**src/rtl/nco_poly.sv**
```systemverilog
// Polyphonic time-multiplexed NCO: one prescaler tick walks every voice through
// a step-ROM fetch, phase accumulate and waveform lookup, then publishes the mix.
module nco_poly #(
  parameter int VOICES  = 4,
  parameter int PHASE_W = 24,
  parameter int OUT_W   = 8,
  parameter int DIV     = 2268,
  parameter int NOTE_W  = 7
) (
  input  logic                               CLK,
  input  logic                               RST_N,
  input  logic [VOICES*NOTE_W-1:0]           NOTE_NUM,
  input  logic [VOICES-1:0]                  GATE,
  input  logic [1:0]                         MODE,
  output logic [NOTE_W-1:0]                  STEP_ADDR,
  output logic                               STEP_EN,
  input  logic [PHASE_W-1:0]                 STEP_DATA,
  output logic [OUT_W+$clog2(VOICES)-1:0]    MIX,
  output logic                               VALID,
  output logic                               OVERRUN
);

  localparam int MIX_W = OUT_W + $clog2(VOICES);
  localparam int VW    = (VOICES > 1) ? $clog2(VOICES) : 1;
  localparam int CW    = (DIV > 1) ? $clog2(DIV) : 1;

  localparam logic [1:0] IDLE  = 2'd0;
  localparam logic [1:0] FETCH = 2'd1;
  localparam logic [1:0] ACC   = 2'd2;
  localparam logic [1:0] DONE  = 2'd3;

  localparam logic [VW-1:0] LAST_V  = VW'(VOICES - 1);
  localparam logic [CW-1:0] CNT_MAX = CW'(DIV - 1);

  logic [CW-1:0]      cnt;
  logic               tick;
  logic [1:0]         state;
  logic [VW-1:0]      v;
  logic [MIX_W-1:0]   acc;
  logic [PHASE_W-1:0] phase [VOICES];

  logic [PHASE_W-1:0] phase_nxt;
  logic [OUT_W-1:0]   samp;
  logic [MIX_W-1:0]   acc_nxt;

  function automatic logic [OUT_W-1:0] wave(input logic [1:0] m, input logic [OUT_W-1:0] p);
    logic [OUT_W-1:0] ramp;
    ramp = {p[OUT_W-2:0], 1'b0};
    case (m)
      2'd0:    wave = p;
      2'd1:    wave = p[OUT_W-1] ? '0 : '1;
      2'd2:    wave = p[OUT_W-1] ? ~ramp : ramp;
      default: wave = (p[OUT_W-1 -: 2] == 2'b00) ? '1 : '0;
    endcase
  endfunction

  always_ff @(posedge CLK or negedge RST_N) begin
    if (!RST_N) begin
      cnt <= '0;
    end else if (cnt == CNT_MAX) begin
      cnt <= '0;
    end else begin
      cnt <= cnt + CW'(1);
    end
  end

  assign tick = (cnt == CNT_MAX);

  // ROM data arrives in ACC, one cycle after the FETCH that addressed it
  always_comb begin
    phase_nxt = phase[v] + STEP_DATA;
    samp      = wave(MODE, phase_nxt[PHASE_W-1 -: OUT_W]);
    acc_nxt   = GATE[v] ? (acc + MIX_W'(samp)) : acc;
  end

  assign STEP_EN   = (state == FETCH);
  assign STEP_ADDR = (state == FETCH) ? NOTE_NUM[v*NOTE_W +: NOTE_W] : '0;

  always_ff @(posedge CLK or negedge RST_N) begin
    if (!RST_N) begin
      state   <= IDLE;
      v       <= '0;
      acc     <= '0;
      MIX     <= '0;
      VALID   <= 1'b0;
      OVERRUN <= 1'b0;
      for (int i = 0; i < VOICES; i++) phase[i] <= '0;
    end else begin
      VALID <= 1'b0;
      if (tick && state != IDLE) OVERRUN <= 1'b1;
      case (state)
        IDLE: begin
          if (tick) begin
            v     <= '0;
            acc   <= '0;
            state <= FETCH;
          end
        end
        FETCH: state <= ACC;
        ACC: begin
          phase[v] <= GATE[v] ? phase_nxt : '0;
          acc      <= acc_nxt;
          // MIX and VALID land together so the DONE cycle presents the new sum
          if (v == LAST_V) begin
            MIX   <= acc_nxt;
            VALID <= 1'b1;
            state <= DONE;
          end else begin
            v     <= v + VW'(1);
            state <= FETCH;
          end
        end
        DONE:    state <= IDLE;
        default: state <= IDLE;
      endcase
    end
  end

endmodule

```
**config.mk**
```make
export PLATFORM = sky130hd
export DESIGN_NAME = nco_poly
export DESIGN_NICKNAME = d
export VERILOG_FILES = /design/src/rtl/nco_poly.sv
export SDC_FILE = /design/constraint.sdc
export NUM_CORES = 1
export LEC_CHECK = 0
export ABC_AREA = 1
export CAP_MARGIN = 20
export CORE_MARGIN = 4
export CORE_UTILIZATION = 35
export CTS_BUF_LIST = sky130_fd_sc_hd__clkbuf_4 sky130_fd_sc_hd__clkbuf_8
export CTS_CLUSTER_DIAMETER = 40
export DETAILED_ROUTE_END_ITERATION = 16
export PLACE_DENSITY_LB_ADDON = 0.08
export RECOVER_POWER = 50
export SKIP_CTS_REPAIR_TIMING = 1
export SYNTH_ARGS = -nofsm -noshare
export SYNTH_HDL_FRONTEND = slang
export SYNTH_SLANG_ARGS = --single-unit
```
**constraint.sdc**
```tcl
create_clock -name CLK -period 9.25 [get_ports CLK]
set_input_delay 1.85 -clock CLK [delete_from_list [all_inputs] [get_ports CLK]]
set_output_delay 1.85 -clock CLK [all_outputs]
set_load 0.1 [all_outputs]
```
Word-level counts from Yosys, hierarchy flattened
Index checks and enable logic that the tools add are counted.
Widths: inputs -> output; s select.
{"block": "classes", "n_addsub": 4, "mul": 1, "div_mod_pow": 0, "n_lt_le_gt_ge": 3, "eq_ne": 9, "n_shift": 1, "muxes": 26, "bitwise_logic": 2, "reduce_logical": 10}
{"operator": "$bwmux 96", "n": 1}
{"operator": "$mux 24", "n": 4}
{"operator": "$bmux 24 s2", "n": 1}
{"operator": "$demux 24 s2", "n": 1}
{"operator": "$shiftx 28x6->7", "n": 1}
{"operator": "$add 24x24->24", "n": 1}
{"operator": "$mux 8", "n": 3}
{"operator": "$pmux 8 s3", "n": 1}
{"operator": "$mux 10", "n": 2}
{"operator": "$pmux 10 s2", "n": 1}
{"operator": "$add 12x1->12 const B", "n": 1}
{"operator": "$eq 12x12->1 const B", "n": 1}
{"operator": "$mux 12", "n": 1}
{"operator": "$add 10x8->10", "n": 1}
{"operator": "$eq 2x2->1 const B", "n": 4}
{"operator": "$mux 2", "n": 4}
{"operator": "$not 8->8", "n": 1}
{"operator": "$pmux 2 s4", "n": 1}
{"operator": "$mux 7", "n": 1}
{"operator": "$logic_not 2->1", "n": 3}
{"operator": "$mul 2x3->5 const B", "n": 1}
{"operator": "$eq 2x1->1 const B", "n": 2}
{"operator": "$ne 2x2->1 const B", "n": 2}
{"operator": "$pmux 2 s2", "n": 1}
{"operator": "11 further kinds", "n": 16}
{"block": "word_totals", "regBits": 134, "latchBits": 0, "mem_bits_rw": 0, "mem_bits_ro": 0, "in_bits": 60, "word_cells": 67, "mem_count": 0}

Logic depth before layout (Yosys ltp)
Gate-level depths: netlist of the first run.
{"block": "depth", "word_depth": 11, "depth_mapped": 34, "depth_no_buf": 32}

Worst setup path before layout of the first run
Ideal clock, no wire load.
{"block": "synth_timing", "kind": "register -> output", "start": "reg state[0]", "end": "out STEP_ADDR[0]", "arrival_time_ns": 3.637, "slack_ns": 3.763, "path_stages_with_launch": 5, "path_buffers": 0, "path_cell_list": "dfrtp_1 inv_1 nor2_1 inv_1 a21oi_1"}
{"block": "synth_via", "elab_chain_len": 2}
{"item": "from (decl)", "line_no": "37", "rtl": "logic [1:0] state;"}
{"item": "from (signal assigned)", "line_no": "81", "rtl": "state <= IDLE;"}
{"item": "from (signal assigned)", "line_no": "96", "rtl": "state <= FETCH;"}
{"item": "from (signal assigned)", "line_no": "99", "rtl": "FETCH: state <= ACC;"}
{"item": "$eq 2x1->1"}
{"item": "via STEP_EN", "line_no": "16", "rtl": "output logic STEP_EN,"}
{"item": "$mux 7", "line_no": "77", "rtl": "assign STEP_ADDR = (state == FETCH) ? NOTE_NUM[v*NOTE_W +: NOTE_W] : '0;"}
{"item": "to (decl)", "line_no": "15", "rtl": "output logic [NOTE_W-1:0] STEP_ADDR,"}
The timed path passes the listed nets, and every way through them passes these cells.

Worst setup path after layout of the first run
{"block": "layout_timing", "start": "reg v[0]", "end": "reg MIX[6]"}
{"block": "layout_via", "elab_chain_len": 10, "elab_cells_between_ends": 17, "cone_classes": "add/sub: 2; eq/ne: 1; mux: 10; bitwise: 2; reduce/logical: 2"}
{"item": "from (decl)", "line_no": "38", "rtl": "logic [VW-1:0] v;"}
{"item": "from (signal assigned)", "line_no": "109", "rtl": "v <= v + VW'(1);"}
{"item": "$not 2->3 (not written as such)", "line_no": "71", "rtl": "phase_nxt = phase[v] + STEP_DATA;"}
{"item": "$bmux 24 s2", "line_no": "71"}
{"item": "$mux 24 (not written as such) (2 in series)", "line_no": "71"}
{"item": "$add 24x24->24", "line_no": "71"}
{"item": "$logic_not 2->1 / $not 8->8 (equally long branches)", "line_no": "53, 52"}
{"item": "$mux 8, on equally long branches", "line_no": "53, 52"}
{"item": "$pmux 8 s3", "line_no": "49", "rtl": "case (m)"}
{"item": "$add 10x8->10", "line_no": "73", "rtl": "acc_nxt = GATE[v] ? (acc + MIX_W'(samp)) : acc;"}
{"item": "$mux 10", "line_no": "73"}
{"item": "to (signal assigned)", "line_no": "105", "rtl": "MIX <= acc_nxt;"}
{"item": "to (decl)", "line_no": "18", "rtl": "output logic [OUT_W+$clog2(VOICES)-1:0] MIX,"}
Several ways; a longest one is shown, not always the timed one. The select of a mux whose other input is x is not followed.
A chain may end at the register's enable or synchronous reset.

==> results.yml, run 1 <==
synthesis:
  synth_edf_count: 0
  synth_top_area_frac: 0.396
  synth_area_per_cell_um2: 6.97
  syn-num-nets: 1313
  ys_async_sr_fraction: 1.00
  ys.flop_type: "dfrtp_1"
  ys_warn_count: 0
  ys_ff_latch: 134
  netlist_area_um2: 8460
  synth_cell_types: 36
  ys_seq_area_frac: 0.396
  yosys-top-cells-area: "dfrtp_1 40%, nand2_1 17%, o21ai_0 9.4%"
  synth_cells: 1214
  yosysTopAreaCell: "dfrtp_1"
min_path:
  min_path_type: "reg2reg"
power:
  swShare: 0.297
  power.leakage_nw: 4.83
  power_mw: 1.27
  combPwrFrac: 0.149
  vdd_ir_drop_max_v: 0.0000717
  p_sw_uw: 378
  internal-power_uw: 895
  clkPwrFrac: 0.391
  seqPwrFrac: 0.460
  powerDensity_nw_per_um2: 128
final_layout:
  nets: 1378
  fin_cells: 1611
  drive_gt1_frac: 0.0681
  fin_util: 0.421
  syn_to_final_growth_pct: 17.6
  num_antenna_cells: 0
  fillers: 2521
sta:
  timing.slew.headroom: -1.30
  fmax_mhz: 164
  holdWs_ps: 479
  hold_viol: 0
  min_period_ps: 6100
  setup_violations: 0
  rsz0062_at_grt: "no"
  finalCritPeriodShare: 0.659
  clock-skew-final_ps: 13.9
  setup-tns-final_ps: 0
  worst_slew_pin_slew_ps: 3450
  maxSlewViolCount: 137
place:
  io_buffers: 79
  gp_congestion: 0.865
  dpl.cell_count: 1578
  dp_hpwl_um: 16800
route:
  drt-initial-drc-count: 500
  drc: 0
  drt-wirelength-per-cell_um: 15.3
  ant_nets: 0
  wirelength_um: 24700
  vias_per_cell: 4.91
  dr.pass1.iters: 5
  via_count: 7918
grt:
  grtUsageTotal: 0.188
  grt_antenna_before_repair: 0
  overflow: 0
  grt_first_pass_wirelength_um: 39800
  grt_pass1_vias: 7572
  grt_max_degree: 72
clock_tree:
  root_buffer: "clkbuf_8"
  cts_inserted_buffers: 17
  cts_sinks: 134
  cts_buffer_depth: 2
  clkTransAtPathRegs_ps: 90
  h-tree-depth: 4
  cts_tree: "yes"
  clk_latency_ps: 460
die:
  rows: 56
  die_area_um2: 26700
  core_area_um2: 23600
  dieWidth_um: 163
  io_pins: 80
  start_util: 0.358
  die_h_um: 163
flow_run:
  maxCapViolCount: 2
status:
  status: "complete, but fails checks"
  violations: "max-capacitance violations, max-slew violations"
critical_path:
  critPathRequiredTime_ps: 9610
  cp_top_family: "simple AND/OR/NAND/NOR gates"
  startpoint_type: "flop"
  cp_common_cell: "nand2_1"
  crit_slowest_cell: "buf_4"
  timing.critical_path.buf_inv: 7
  endpoint_kind: "flop"
  timing.critical_path.slowest_cell_delay_ps: 590
  arrival_ps: 6450
  crit_type: "reg2reg"
  cp_max_fo: 67
-- layout make-up --
cell class | count | area (um^2) | share of cell area
well taps | 319 | 399 | 0.0401
inverters | 122 | 458 | 0.0460
multi-input cells | 915 | 4470 | 0.450
clock inverters | 12 | 118 | 0.0118
flip-flops and latches | 134 | 3350 | 0.337
clock buffers | 20 | 275 | 0.0277
repair buffers | 89 | 870 | 0.0874
-- sequential cells by signal, summed over array words and instances, names as in the netlist --
name and flops:
phase 96, cnt 12, MIX 10, acc 10, state 2, v 2, OVERRUN 1, VALID 1
-- per-layer routing --
metal  GRT usage  up-vias  wire length (um)
met4      0.0461        0               275
met5           0        -                 0
li1            -     4067                 -
met2       0.295      145             10800
met1       0.269     3683             12500
met3      0.0331       23              1110
-- logic make-up after synthesis --
family,share of synthesized area
simple gates,0.301
fa+ha+maj,0.0595
flops,0.396
xor+xnor,0.00828
compound gates,0.161
buf+inv,0.0740
-- power by group through the flow --
stage | clock [mW] | sequential, mW | combinational (mW)
finish | 0.497 | 0.585 | 0.190
CTS | 0.516 | 0.585 | 0.193
detailed placement | 0 | 0.597 | 0.191
global route | 0.538 | 0.585 | 0.217
global placement | 0 | 0.597 | 0.191
floorplan | 0 | 0.597 | 0.117
-- cell usage in the layout, fill, tap and decap left out, types with 3 or more instances in the layout --
| cell | count |
|---|---|
| nand4_1 | 13 |
| or2_2 | 8 |
| clkinvlp_4 | 3 |
| o21ai_0 | 160 |
| inv_6 | 3 |
| xor2_1 | 6 |
| ha_1 | 37 |
| inv_2 | 4 |
| inv_1 | 118 |
| buf_4 | 8 |
| a21oi_1 | 43 |
| clkdlybuf4s50_1 | 78 |
| dfrtp_1 | 133 |
| nor2_4 | 3 |
| o22ai_1 | 28 |
| o21ai_1 | 14 |
| nand3_1 | 50 |
| nand2_2 | 11 |
| nor3_1 | 7 |
| nand2_1 | 374 |
| nor2_1 | 125 |
| clkbuf_8 | 20 |
| a31oi_1 | 5 |
| nor2_2 | 10 |
| o21bai_1 | 3 |
-- through the flow --
stage                     setup WS (ps)  cell area, um^2
after floorplan                    3760             8460
final                              3150             9950
after global routing               2280             9950
after global placement             3190             9550
after CTS                          3340             9940
after detailed placement           3020             9550
-- worst min-delay path, cell delays in order (launching register included) --
cell and delay, ps:
dfrtp_1 350, nand2_1 50, nand2_1 50
-- cell usage after synthesis, drive strengths merged (2+ instances only) --
| cell type | count |
|---|---|
| nand3 | 51 |
| xnor2 | 2 |
| buf | 9 |
| o21bai | 3 |
| a21oi | 45 |
| ha | 37 |
| o22ai | 28 |
| a31o | 2 |
| o21ai | 174 |
| fa | 2 |
| inv | 122 |
| a31oi | 5 |
| or2 | 8 |
| nand2 | 388 |
| clkbuf | 34 |
| nor3 | 7 |
| nor4 | 2 |
| dfrtp | 134 |
| nand4 | 13 |
| xor2 | 6 |
| nor2 | 138 |
-- worst paths after layout --
check / startpoint / to / slack [ps] / cells past startpoint
max in group asynchronous: RST_N / v[0] / 3390 / 2
worst min-delay path: phase[24] / phase[24] / 480 / 2
worst max-delay path: v[0] / MIX[6] / 3150 / 33
worst min register to register: phase[24] / phase[24] / 480 / 2
worst max register to register: v[0] / MIX[6] / 3150 / 33
min in group asynchronous: RST_N / phase[51] / 2540 / 1
Power figures use the tool's default switching activity.
==> run 2, diff against run 1 <==
clock period = 5.75 ns   (was 9.25 ns; I/O delays follow)
==> run 2 against run 1 <==
Compared with the run above:
- the flow still finishes with violations (max-capacitance violations, max-slew violations)
- fmax increased by 24%
- cell area increased by 0.59%
- cell count increased by 0.37%
- global-route usage increased by 0.16 points
- clock skew increased by 0.70 ps
- first-iteration DRC count increased by 5.8%
- die area unchanged
- clock power increased by 65%
- non-clock buffer count increased by 6
- critical path type unchanged
- critical endpoint unchanged
- highest routed layer unchanged
==> results.yml, run 2 (same netlist as run 1, synthesis figures left out) <==
sta:
  clock-skew-final_ps: 14.6
  finalCritPeriodShare: 0.853
  setup-tns-final_ps: 0
  timing.slew.headroom: -0.591
  rsz0062_at_grt: "no"
  fmax_mhz: 204
  holdWs_ps: 482
  maxSlewViolCount: 137
  setup_violations: 0
  worst_slew_pin_slew_ps: 2390
  hold_viol: 0
  min_period_ps: 4900
final_layout:
  drive_gt1_frac: 0.0724
  fillers: 2527
  nets: 1384
  largest_register: "phase"
  syn_to_final_growth_pct: 18.3
  fin_cells: 1617
  mostFrequentLayoutCells: "374 x nand2_1, 159 x o21ai_0, 133 x dfrtp_1"
  final_common_cell: "nand2_1"
  reg_top3: "phase (96), cnt (12)"
  largest_register_ff_count: 96
  num_antenna_cells: 0
critical_path:
  startpoint_type: "flop"
  timing.critical_path.slowest_cell_delay_ps: 750
  cp_common_cell: "nand2_1"
  endpoint_kind: "flop"
  crit_end: "MIX[6]"
  crit_type: "reg2reg"
  rr_worst_depth: 30
  timing.rr.end: "MIX[6]"
  cp_max_fo: 13
  rr_startpoint: "v[1]"
  arrival_ps: 5260
  crit_slowest_cell: "dfrtp_1"
  cp.depth: 30
  timing.critical_path.buf_inv: 6
  cp-startpoint: "v[1]"
  cp_top_family: "simple AND/OR/NAND/NOR gates"
  critPathRequiredTime_ps: 6100
  r2r_slack_ps: 850
route:
  dr.pass1.iters: 6
  drc: 0
  wirelength_um: 24600
  drt-wirelength-per-cell_um: 15.2
  drt-initial-drc-count: 529
  vias_per_cell: 4.89
  highest_layer: "met4"
  wl_met3_um: 1210
  drt-met1-wl_um: 12300
  dr_wl_met2_um: 10900
  ant_nets: 0
  via_count: 7915
place:
  dpl.cell_count: 1584
  dp_hpwl_um: 17300
  io_buffers: 79
  gp_congestion: 0.855
die:
  dieWidth_um: 163
  die_area_um2: 26700
  rows: 56
  start_util: 0.358
  io_pins: 80
  core_area_um2: 23600
  die_h_um: 163
status:
  violations: "max-capacitance violations, max-slew violations"
  status: "complete, but fails checks"
power:
  powerDensity_nw_per_um2: 206
  power.leakage_nw: 4.87
  vdd_ir_drop_max_v: 0.000115
  power_mw: 2.07
clock_tree:
  root_buffer: "clkbuf_8"
  clkTransAtPathRegs_ps: 90
  clk_latency_ps: 450
  cts_sinks: 134
  h-tree-depth: 4
  cts_buffer_depth: 2
  cts_tree: "yes"
  cts_inserted_buffers: 17
grt:
  overflow: 0
  grt_max_degree: 93
  grt_antenna_before_repair: 0
  grt_pass1_vias: 7573
  grt_first_pass_wirelength_um: 40400
  grtUsageTotal: 0.189
min_path:
  min_path_type: "reg2reg"
  hold-path-cell-count: 1
flow_run:
  maxCapViolCount: 2
run 2: changes by cell type in the layout (fill, tap and decap cells not counted), sizes merged:
cell / delta
bufinv: +1
clkinvlp: -1
clkinv: +2
inv: -1
buf: +5
run 2: power breakdown:
group,switching [mW],internal (mW),leakage [nW]
sequential,0,0.941,1.25
clock,0.420,0.401,0.199
combinational,0.188,0.116,3.42
total,0.608,1.46,4.87
run 2: layer usage:
metal  up-vias  global-route usage
met5         -                   0
met4         0              0.0396
met3        17              0.0315
met2       135               0.301
met1      3684               0.273
li1       4079                   -
run 2: metrics by stage:
step / setup WS [ps] / util / area [um^2]
final: 847 / 0.424 / 10000
after global routing: 356 / 0.424 / 10000
after CTS: 807 / 0.424 / 10000
after detailed placement: 468 / 0.407 / 9610
after global placement: 585 / 0.407 / 9610
after floorplan: 963 / - / 8460
run 2: cell type report:
type | instances | area [um^2] | area share
clock buffer | 19 | 249 | 0.0249
clock inverter | 13 | 149 | 0.0149
inverter | 122 | 458 | 0.0458
multi-input combinational | 915 | 4470 | 0.447
sequential | 134 | 3350 | 0.335
tap | 319 | 399 | 0.0399
timing repair buffer | 95 | 923 | 0.0923
run 2: worst min-delay path by stage:
| stage | slack, ps | from | endpoint |
|---|---|---|---|
| finish | 480 | OVERRUN | OVERRUN |
| global route | 500 | phase[49] | phase[49] |
| CTS | 480 | phase[64] | phase[64] |
| detailed placement | 460 | phase[64] | phase[64] |
| global placement | 460 | phase[64] | phase[64] |
| floorplan | 440 | phase[24] | phase[24] |
==> run 3, diff against run 2 <==
SETUP_SLACK_MARGIN = 0.15   (was not set)
==> results of run 3 <==
Same layout as run 2: the final DEF is identical, and so are final timing and power.
